$ cat src/rtl/port_drain_scheduler.sv
// rtl/port_drain_scheduler.sv - three-port queue pointer controller with round-robin burst drain
module port_drain_scheduler #(
  parameter int ADDR_W    = 12,
  parameter int DATA_W    = 32,
  parameter int BURST_MAX = 4
) (
  input  logic                      clk,
  input  logic                      reset,
  input  logic [2:0]                wr_req,
  output logic [2:0]                wr_en,
  output logic [3*ADDR_W-1:0]       wr_addr,
  output logic [2:0]                rd_en,
  output logic [3*ADDR_W-1:0]       rd_addr,
  input  logic [3*DATA_W-1:0]       ram_q,
  input  logic                      enable,
  output logic [DATA_W-1:0]         out_data,
  output logic [1:0]                out_port,
  output logic                      out_valid,
  input  logic                      out_ready,
  output logic [3*(ADDR_W+1)-1:0]   level,
  output logic [2:0]                overflow
);

  localparam int PW = ADDR_W + 1;
  localparam logic [3:0] BMAX = 4'(BURST_MAX);

  typedef enum logic [1:0] {S_IDLE, S_ISSUE, S_CAPTURE, S_HOLD} state_t;

  state_t              state_q, state_d;
  logic [1:0]          grant_q, grant_d;
  logic [1:0]          last_grant_q, last_grant_d;
  logic [3:0]          burst_cnt_q, burst_cnt_d;
  logic [PW-1:0]       wr_ptr_q [3];
  logic [PW-1:0]       wr_ptr_d [3];
  logic [PW-1:0]       rd_ptr_q [3];
  logic [PW-1:0]       rd_ptr_d [3];
  logic [DATA_W-1:0]   out_data_q, out_data_d;
  logic [1:0]          out_port_q, out_port_d;
  logic                out_valid_q, out_valid_d;
  logic [2:0]          overflow_q, overflow_d;

  logic [2:0]          empty;
  logic [2:0]          full;
  logic                arb_valid;
  logic [1:0]          arb_port;
  logic                grant_empty;
  logic [DATA_W-1:0]   grant_q_data;

  for (genvar g = 0; g < 3; g++) begin : g_port
    assign empty[g] = (wr_ptr_q[g] == rd_ptr_q[g]);
    assign full[g]  = (wr_ptr_q[g][ADDR_W-1:0] == rd_ptr_q[g][ADDR_W-1:0]) &&
                      (wr_ptr_q[g][ADDR_W] != rd_ptr_q[g][ADDR_W]);
    assign wr_addr[g*ADDR_W +: ADDR_W] = wr_ptr_q[g][ADDR_W-1:0];
    assign rd_addr[g*ADDR_W +: ADDR_W] = rd_ptr_q[g][ADDR_W-1:0];
    assign level[g*PW +: PW]           = wr_ptr_q[g] - rd_ptr_q[g];
  end

  assign wr_en     = wr_req & ~full;
  assign out_data  = out_data_q;
  assign out_port  = out_port_q;
  assign out_valid = out_valid_q;
  assign overflow  = overflow_q;

  // Scan farthest-first so the nearest non-empty port after last_grant wins.
  always_comb begin
    arb_valid = 1'b0;
    arb_port  = 2'd0;
    for (int k = 2; k >= 0; k--) begin
      if (!empty[(int'(last_grant_q) + 1 + k) % 3]) begin
        arb_valid = 1'b1;
        arb_port  = 2'((int'(last_grant_q) + 1 + k) % 3);
      end
    end
  end

  always_comb begin
    grant_empty  = 1'b1;
    grant_q_data = '0;
    for (int i = 0; i < 3; i++) begin
      if (grant_q == 2'(i)) begin
        grant_empty  = empty[i];
        grant_q_data = ram_q[i*DATA_W +: DATA_W];
      end
    end
  end

  always_comb begin
    state_d      = state_q;
    grant_d      = grant_q;
    last_grant_d = last_grant_q;
    burst_cnt_d  = burst_cnt_q;
    out_data_d   = out_data_q;
    out_port_d   = out_port_q;
    out_valid_d  = out_valid_q;
    overflow_d   = overflow_q | (wr_req & full);
    rd_en        = 3'b000;
    for (int i = 0; i < 3; i++) begin
      wr_ptr_d[i] = wr_ptr_q[i] + PW'(wr_en[i]);
      rd_ptr_d[i] = rd_ptr_q[i];
    end

    case (state_q)
      S_IDLE: begin
        if (enable && arb_valid) begin
          grant_d      = arb_port;
          last_grant_d = arb_port;
          burst_cnt_d  = 4'd0;
          state_d      = S_ISSUE;
        end
      end
      S_ISSUE: begin
        for (int i = 0; i < 3; i++) begin
          rd_en[i] = (grant_q == 2'(i));
        end
        state_d = S_CAPTURE;
      end
      S_CAPTURE: begin
        out_data_d  = grant_q_data;
        out_port_d  = grant_q;
        out_valid_d = 1'b1;
        burst_cnt_d = burst_cnt_q + 4'd1;
        for (int i = 0; i < 3; i++) begin
          if (grant_q == 2'(i)) rd_ptr_d[i] = rd_ptr_q[i] + PW'(1);
        end
        state_d = S_HOLD;
      end
      S_HOLD: begin
        if (out_ready) begin
          out_valid_d = 1'b0;
          if (enable && (burst_cnt_q < BMAX) && !grant_empty) state_d = S_ISSUE;
          else                                                state_d = S_IDLE;
        end
      end
      default: state_d = S_IDLE;
    endcase
  end

  always_ff @(posedge clk or posedge reset) begin
    if (reset) begin
      state_q      <= S_IDLE;
      grant_q      <= 2'd0;
      last_grant_q <= 2'd2;
      burst_cnt_q  <= 4'd0;
      out_data_q   <= '0;
      out_port_q   <= 2'd0;
      out_valid_q  <= 1'b0;
      overflow_q   <= 3'b000;
      for (int i = 0; i < 3; i++) begin
        wr_ptr_q[i] <= '0;
        rd_ptr_q[i] <= '0;
      end
    end else begin
      state_q      <= state_d;
      grant_q      <= grant_d;
      last_grant_q <= last_grant_d;
      burst_cnt_q  <= burst_cnt_d;
      out_data_q   <= out_data_d;
      out_port_q   <= out_port_d;
      out_valid_q  <= out_valid_d;
      overflow_q   <= overflow_d;
      for (int i = 0; i < 3; i++) begin
        wr_ptr_q[i] <= wr_ptr_d[i];
        rd_ptr_q[i] <= rd_ptr_d[i];
      end
    end
  end

endmodule
$ cat config.mk
export PLATFORM = sky130hd
export DESIGN_NAME = port_drain_scheduler
export DESIGN_NICKNAME = d
export VERILOG_FILES = /design/src/rtl/port_drain_scheduler.sv
export SDC_FILE = /design/constraint.sdc
export NUM_CORES = 1
export LEC_CHECK = 0
export CAP_MARGIN = 20
export CORE_ASPECT_RATIO = 0.7
export CORE_UTILIZATION = 33
export DETAILED_ROUTE_END_ITERATION = 8
export HOLD_SLACK_MARGIN = 0.08
export PLACE_DENSITY_LB_ADDON = 0.05
export SLEW_MARGIN = 20
export SYNTH_ARGS = -nofsm -noshare
export SYNTH_HDL_FRONTEND = slang
export SYNTH_SLANG_ARGS = --single-unit
$ cat constraint.sdc
create_clock -name clk -period 12.31 [get_ports clk]
set_input_delay 1.8465 -clock clk [delete_from_list [all_inputs] [get_ports clk]]
set_output_delay 1.8465 -clock clk [all_outputs]
set_load 0.01 [all_outputs]
==> reports/metrics.csv, run 1 <==
metric;value;unit
cell taking the most area after synthesis;dfrtp_1;
Post-synth top flop;dfrtp_1;
Setup-failing EPs final;0;
crit end category;output pin;
vias per cell;4.69;
Synth Warn #;0;
WP data arrival;3.59;ns
die area;26200;sq um
Layout area overhead;35.6;%
vias in the first global route;6503;
Cell Area, Synth;8430;sq um
post-route minimum period;5.43;ns
sequential area share after synthesis;37.1;%
FP Rows;48;
final critical-path share of the clock period;44.1;%
failing checks;design-rule violations;
nets;1277;
wire per inst;16.1;um
cell area after placement;10800;sq um
Synth Instances;933;
DRT iter0 DRCs;282;
clk_skew;0.0122;ns
Net Sw Power;0.00117;W
routability cong.;0.821;
max cap viols;0;
initial antenna violation count;0;
routed wl met2;9610;um
CP required;10.46;ns
post-layout util;46.0;%
Worst path max stage delay;0.56;ns
H-tree levels;4;
EDFF count, synth;0;
I/O pin cnt;258;
max-slew violations;0;
TritonCTS buffer count;17;
Slew @ Worst Pin;0.820;ns
Yosys cell types;66;
Leak Pwr;4.82;nW
largest net degree at the start of global routing;75;
hold_buf cts;0;
drt drc;14;
total negative slack;0;ns
Rel. slew slack;45.3;%
setup slack at placement;7.34;ns
multi-input gate area in the final layout;4410;sq um
cts repair resizes;0;
CTS Root Cell;clkbuf_16;
half-perimeter wire length after placement;18000;um
die height;136;um
layout cells sized above 1;5.05;%
CTS tree;yes;
Clock power frac;18.1;%
Worst IR Drop VDD;0.0000993;V
Syn Area/Cell;9.03;sq um
ANT cells;0;
Synth top area share;36.8;%
met1 WL;12000;um
Startpoint Class;flip-flop;
Clock Latency Late Sink;0.42;ns
effective utilization at floorplan;33.9;%
fin worst setup slack;6.88;ns
Crit Path Max Fanout;3;
Design Area, Final;11400;sq um
Sequential Power Share;22.9;%
Post-CTS Setup Bufs;0;
combinational power share;59.0;%
asr flop ratio synth;100;%
Post-Syn Nets;1094;
#FFs+latches synth;125;
GRT overflow;0;
internal power;0.00177;W
Total GRT Usage;18.1;%
first-pass GRT wire length;36400;um
Switching Fraction;39.8;%
wire length on met3;1620;um
Worst path slowest cell;clkdlybuf4s50_1;
buffers added on ports;257;
Worst Hold Slack;0.472;ns
Power Dens Cells;257;nW/um^2
WS Path Type;reg -> out;
CP cell instances;inv_1, ha_1, fa_1, nor2b_1, o21ai_0, a21boi_0, o221ai_1, a21oi_1, mux2_2, o2111ai_1, clkdlybuf4s50_1;
endpoints failing hold;0;
Reg area;3130;sq um
RSZ-0062 raised after global routing;false;
synth top area cells;dfrtp_1 37%, xnor2_1 8.8%, ha_1 8.2%, buf_4 6.4%, nor2_1 5.2%;
Core ar.;24900;sq um
Fill cells;2437;
CTS max path bufs;2;
DR vias;6813;
total wire length;23400;um
Pre-Repair DR Iteration Count;8;
Worst Hold Class;reg -> reg;
remaining antenna violation count;0;
status;finished with violations;
top sig layer;met4;
die width;193;um
maximum clock rate;184;MHz
Reg clk slew, reported paths;0.06;ns
CTS Sinks;125;
-- flip-flops by register name, summed over array words and instances (netlist names) --
| name | cells |
|---|---|
| rd_addr | 36 |
| grant_q | 2 |
| burst_cnt_q | 4 |
| out_data | 32 |
| wr_addr | 36 |
| rd_ptr_q | 3 |
| out_port | 2 |
| wr_ptr_q | 3 |
| overflow | 3 |
| out_valid | 1 |
| state_q | 2 |
| last_grant_q | 1 |
-- power groups by stage --
| stage | Combinational (W) | Clock (W) | Sequential, W |
|---|---|---|---|
| 6_report | 0.00173 | 0.000532 | 0.000674 |
| 5_1_grt | 0.00191 | 0.000567 | 0.000697 |
| 4_1_cts | 0.00176 | 0.000549 | 0.000677 |
| 3_5_place_dp | 0.00175 | 0 | 0.000679 |
| 3_3_place_gp | 0.00176 | 0 | 0.000680 |
| 2_1_floorplan | 0.00101 | 0 | 0.000659 |
-- routing by layer --
layer  vias to the layer above  track usage (%)
met2                       171             24.8
li1                       3503                -
met5                         -                0
met4                         0             4.25
met3                        14             5.91
met1                      3125             27.0
-- stage by stage --
step,power [W],std cells
finish,0.00294,1454
global route,0.00317,1454
CTS,0.00298,1454
detailed placement,0.00243,1422
global placement,0.00244,1422
floorplan,0.00167,933
-- cells in the final DEF (no fill, tap or decap), types with 9 or more instances in the layout --
cell type	instances
ha_1	54
nand3_1	32
xor2_1	12
and3_1	16
a21oi_1	84
nand2_1	40
dfrtp_1	123
clkdlybuf4s50_1	257
nand4_1	15
nor2b_1	11
nor2_1	116
inv_1	67
mux2i_1	36
a21o_1	9
xnor2_1	85
o21ai_0	14
clkbuf_16	17
nor3_1	17
-- synth_stat cells (all sizes together), types with 4 or more instances --
library cell,instances
xor2,12
nor3,17
and4,9
clkbuf,17
nor4,6
nand3,33
o21ai,16
nor2,116
inv,68
dfrtp,124
mux2i,36
xnor2,85
nand4,15
buf,81
o21a,7
nand2,41
ha,55
o211ai,5
mux2,4
nor2b,12
a21o,9
and3,16
or2,5
a21oi,85
-- cell type report --
type | count | area share [%]
sequential | 125 | 27.4
timing repair buffer | 262 | 22.8
clock inverter | 12 | 1.41
clock buffer | 20 | 3.99
multi-input combinational | 642 | 38.6
inverter | 68 | 2.28
tap | 325 | 3.56
-- cells by family after synthesis --
logic type                 after synthesis  synth area share [%]
and+or+nand+nor                        288                  16.7
buffers and inverters                  166                  10.6
AOI/OAI and AO/OA                      159                  11.7
DFF                                    125                  37.1
xor gates and xnor gates                97                  10.1
adders and majority gates               58                  8.88
muxes                                   40                  4.81
-- worst paths after layout --
| check | endpoint | cells after the start | startpoint | slack, ns |
|---|---|---|---|---|
| min reg2reg | overflow[2] | 1 | overflow[2] | 0.47 |
| max | level[36] | 11 | wr_addr[24] | 6.88 |
| min | overflow[2] | 1 | overflow[2] | 0.47 |
| max in group asynchronous | grant_q[1] | 3 | reset | 9.10 |
| max reg2reg | grant_q[0] | 9 | rd_addr[31] | 9.18 |
| min in group asynchronous | rd_addr[11] | 2 | reset | 1.89 |
-- worst max-delay path: cells and delay by family, from the launching register on --
kind	cells	cell delay, ns
buf+inv	2	0.65
simple gates	1	0.11
mux	1	0.36
compound gates	5	1.01
flops	1	0.39
fa+ha+maj	2	0.64
No activity file was read; power rests on OpenSTA's default activity.
==> inputs of run 2 (changes only) <==
clock period = 5.65 ns   (was 12.31 ns; I/O delays follow)
==> run 2 against run 1 <==
The flow still finishes with violations (design-rule violations). Worst hold slack got worse by 0.011 ns. First-iteration DRC count fell by 9.2%. Sequential share of layout area rose by 0.090 points. Register-to-register slack got worse by 6.6 ns. Setup slack got worse by 5.7 ns. Critical path type unchanged.
==> reports/metrics.csv, run 2 (synthesis gave the netlist of run 1 again) <==
metric;value;unit;change
Reg clk slew, reported paths;0.06;ns;about the same
Core ar.;24900;sq um;unchanged
CTS Root Cell;clkbuf_16;;
WS Path Type;reg -> out;;
Pre-Repair DR Iteration Count;6;;-2
buffers added on ports;257;;unchanged
cts repair resizes;0;;unchanged
Post-CTS Setup Bufs;0;;unchanged
Clock Latency Late Sink;0.42;ns;about the same
die width;193;um;unchanged
routability cong.;0.826;;+0.50%
CTS Sinks;125;;unchanged
maximum clock rate;226;MHz;
Reg area;3130;sq um;unchanged
wire per inst;16.1;um;about the same
die area;26200;sq um;unchanged
RSZ-0062 raised after global routing;false;;
Crit Reg-Reg Endpoint;wr_ptr_q[12];;
CTS tree;yes;;
Setup-failing EPs final;0;;unchanged
Worst IR Drop VDD;0.000284;V;+190%
Worst Hold Slack;0.462;ns;-0.0105 ns
post-route minimum period;4.43;ns;
effective utilization at floorplan;33.9;%;unchanged
CP cell instances;ha_1, fa_1, nor2b_1, o21ai_0, a21boi_0, o221ai_1, a21oi_1, mux2_2, o2111ai_1, clkdlybuf4s50_1;;
hold_buf cts;0;;unchanged
Startpoint Class;flip-flop;;
Layout area overhead;35.2;%;
WP data arrival;3.59;ns;about the same
remaining antenna violation count;0;;unchanged
Leak Pwr;4.83;nW;+0.19%
most common cell after layout, fill and taps aside;clkdlybuf4s50_1;;
max cap viols;0;;unchanged
first-pass GRT wire length;36100;um;-0.87%
Worst path slowest cell;clkdlybuf4s50_1;;
endpoints failing hold;0;;unchanged
DRT iter0 DRCs;256;;-9.2%
min-delay src;overflow[1];;
R2R setup slack;2.55;ns;-6.63 ns
drt drc;14;;unchanged
layout cells sized above 1;4.78;%;-0.27 points
max-slew violations;0;;unchanged
initial antenna violation count;0;;unchanged
Power Dens Cells;558;nW/um^2;+120%
I/O pin cnt;258;;unchanged
total wire length;23400;um;about the same
post-layout util;45.8;%;-0.15 points
ANT cells;0;;unchanged
GRT overflow;0;;unchanged
failing checks;design-rule violations;;
H-tree levels;4;;unchanged
Worst R2R Start;rd_addr[31];;
half-perimeter wire length after placement;17600;um;-1.9%
DR vias;6813;;unchanged
Crit Path Max Fanout;5;;+2
Slew @ Worst Pin;0.823;ns;+0.00307 ns
status;finished with violations;;
Worst path max stage delay;0.56;ns;about the same
CP required;4.80;ns;-5.66 ns
Total GRT Usage;18.0;%;-0.12 points
final critical-path share of the clock period;78.5;%;
largest net degree at the start of global routing;89;;+19%
vias in the first global route;6652;;+2.3%
TritonCTS buffer count;17;;unchanged
nets;1277;;unchanged
die height;136;um;unchanged
Hold Path End;overflow[1];;
clk_skew;0.00972;ns;-0.00249 ns
CTS max path bufs;2;;unchanged
Hold Crit Depth;1;;unchanged
Fill cells;2453;;+0.66%
most frequent cells in the layout;257 x clkdlybuf4s50_1, 123 x dfrtp_1, 116 x nor2_1;;
multi-input gate area in the final layout;4410;sq um;unchanged
FP Rows;48;;unchanged
vias per cell;4.69;;unchanged
total negative slack;0;ns;unchanged
Rel. slew slack;45.1;%;-0.20 points
crit end category;output pin;;
Worst Hold Class;reg -> reg;;
worst r2r path cells;10;;+1
==> run 2: metal layers <==
metal  track usage (%)  share of wire (%)  vias to the layer above  routed length, um
met5                 0                  0                        -                  0
met4              3.91               0.83                        0                194
met3              6.27                7.0                       13               1630
met2              25.8                 42                      168               9880
met1              25.7                 50                     3134              11700
li1                  -                  -                     3498                  -
==> run 2: metrics by stage <==
step	cells	total power (W)	instance area, sq um	setup slack (ns)
final	1454	0.00636	11400	1.22
after global routing	1454	0.00684	11400	1.07
after CTS	1454	0.00644	11400	1.21
after detailed placement	1422	0.00530	10800	1.67
after global placement	1422	0.00530	10800	1.72
after floorplan	933	0.00363	8430	1.48
==> run 2: power breakdown <==
group	total [W]	internal [W]	switching, W
Sequential	0.00143	0.00116	0.000264
Combinational	0.00383	0.00198	0.00186
Clock	0.00110	0.000693	0.000407
Total	0.00636	0.00383	0.00253
==> run 2: how the worst max path moves through the flow <==
stage	from	endpoint	slack, ns
finish	rd_addr[24]	level[36]	1.22
global route	rd_addr[24]	level[36]	1.07
CTS	rd_addr[24]	level[36]	1.21
detailed placement	rd_addr[24]	level[36]	1.67
global placement	rd_addr[24]	level[36]	1.72
floorplan	reset	burst_cnt_q[0]	1.48
==> run 2: cell type report <==
cell class | count | share of cell area (%)
well taps | 325 | 3.57
multi-input cells | 642 | 38.7
repair buffers | 262 | 22.9
clock buffers | 25 | 4.35
flip-flops and latches | 125 | 27.5
clock inverters | 7 | 0.747
inverters | 68 | 2.28
==> run 2: worst max-delay path, delay by kind of cell (launching register included) <==
kind	cells	cell delay (ns)
simple gates	1	0.12
compound gates	5	1.03
buf+inv	1	0.56
fa+ha+maj	2	0.65
mux	1	0.38
flops	1	0.44
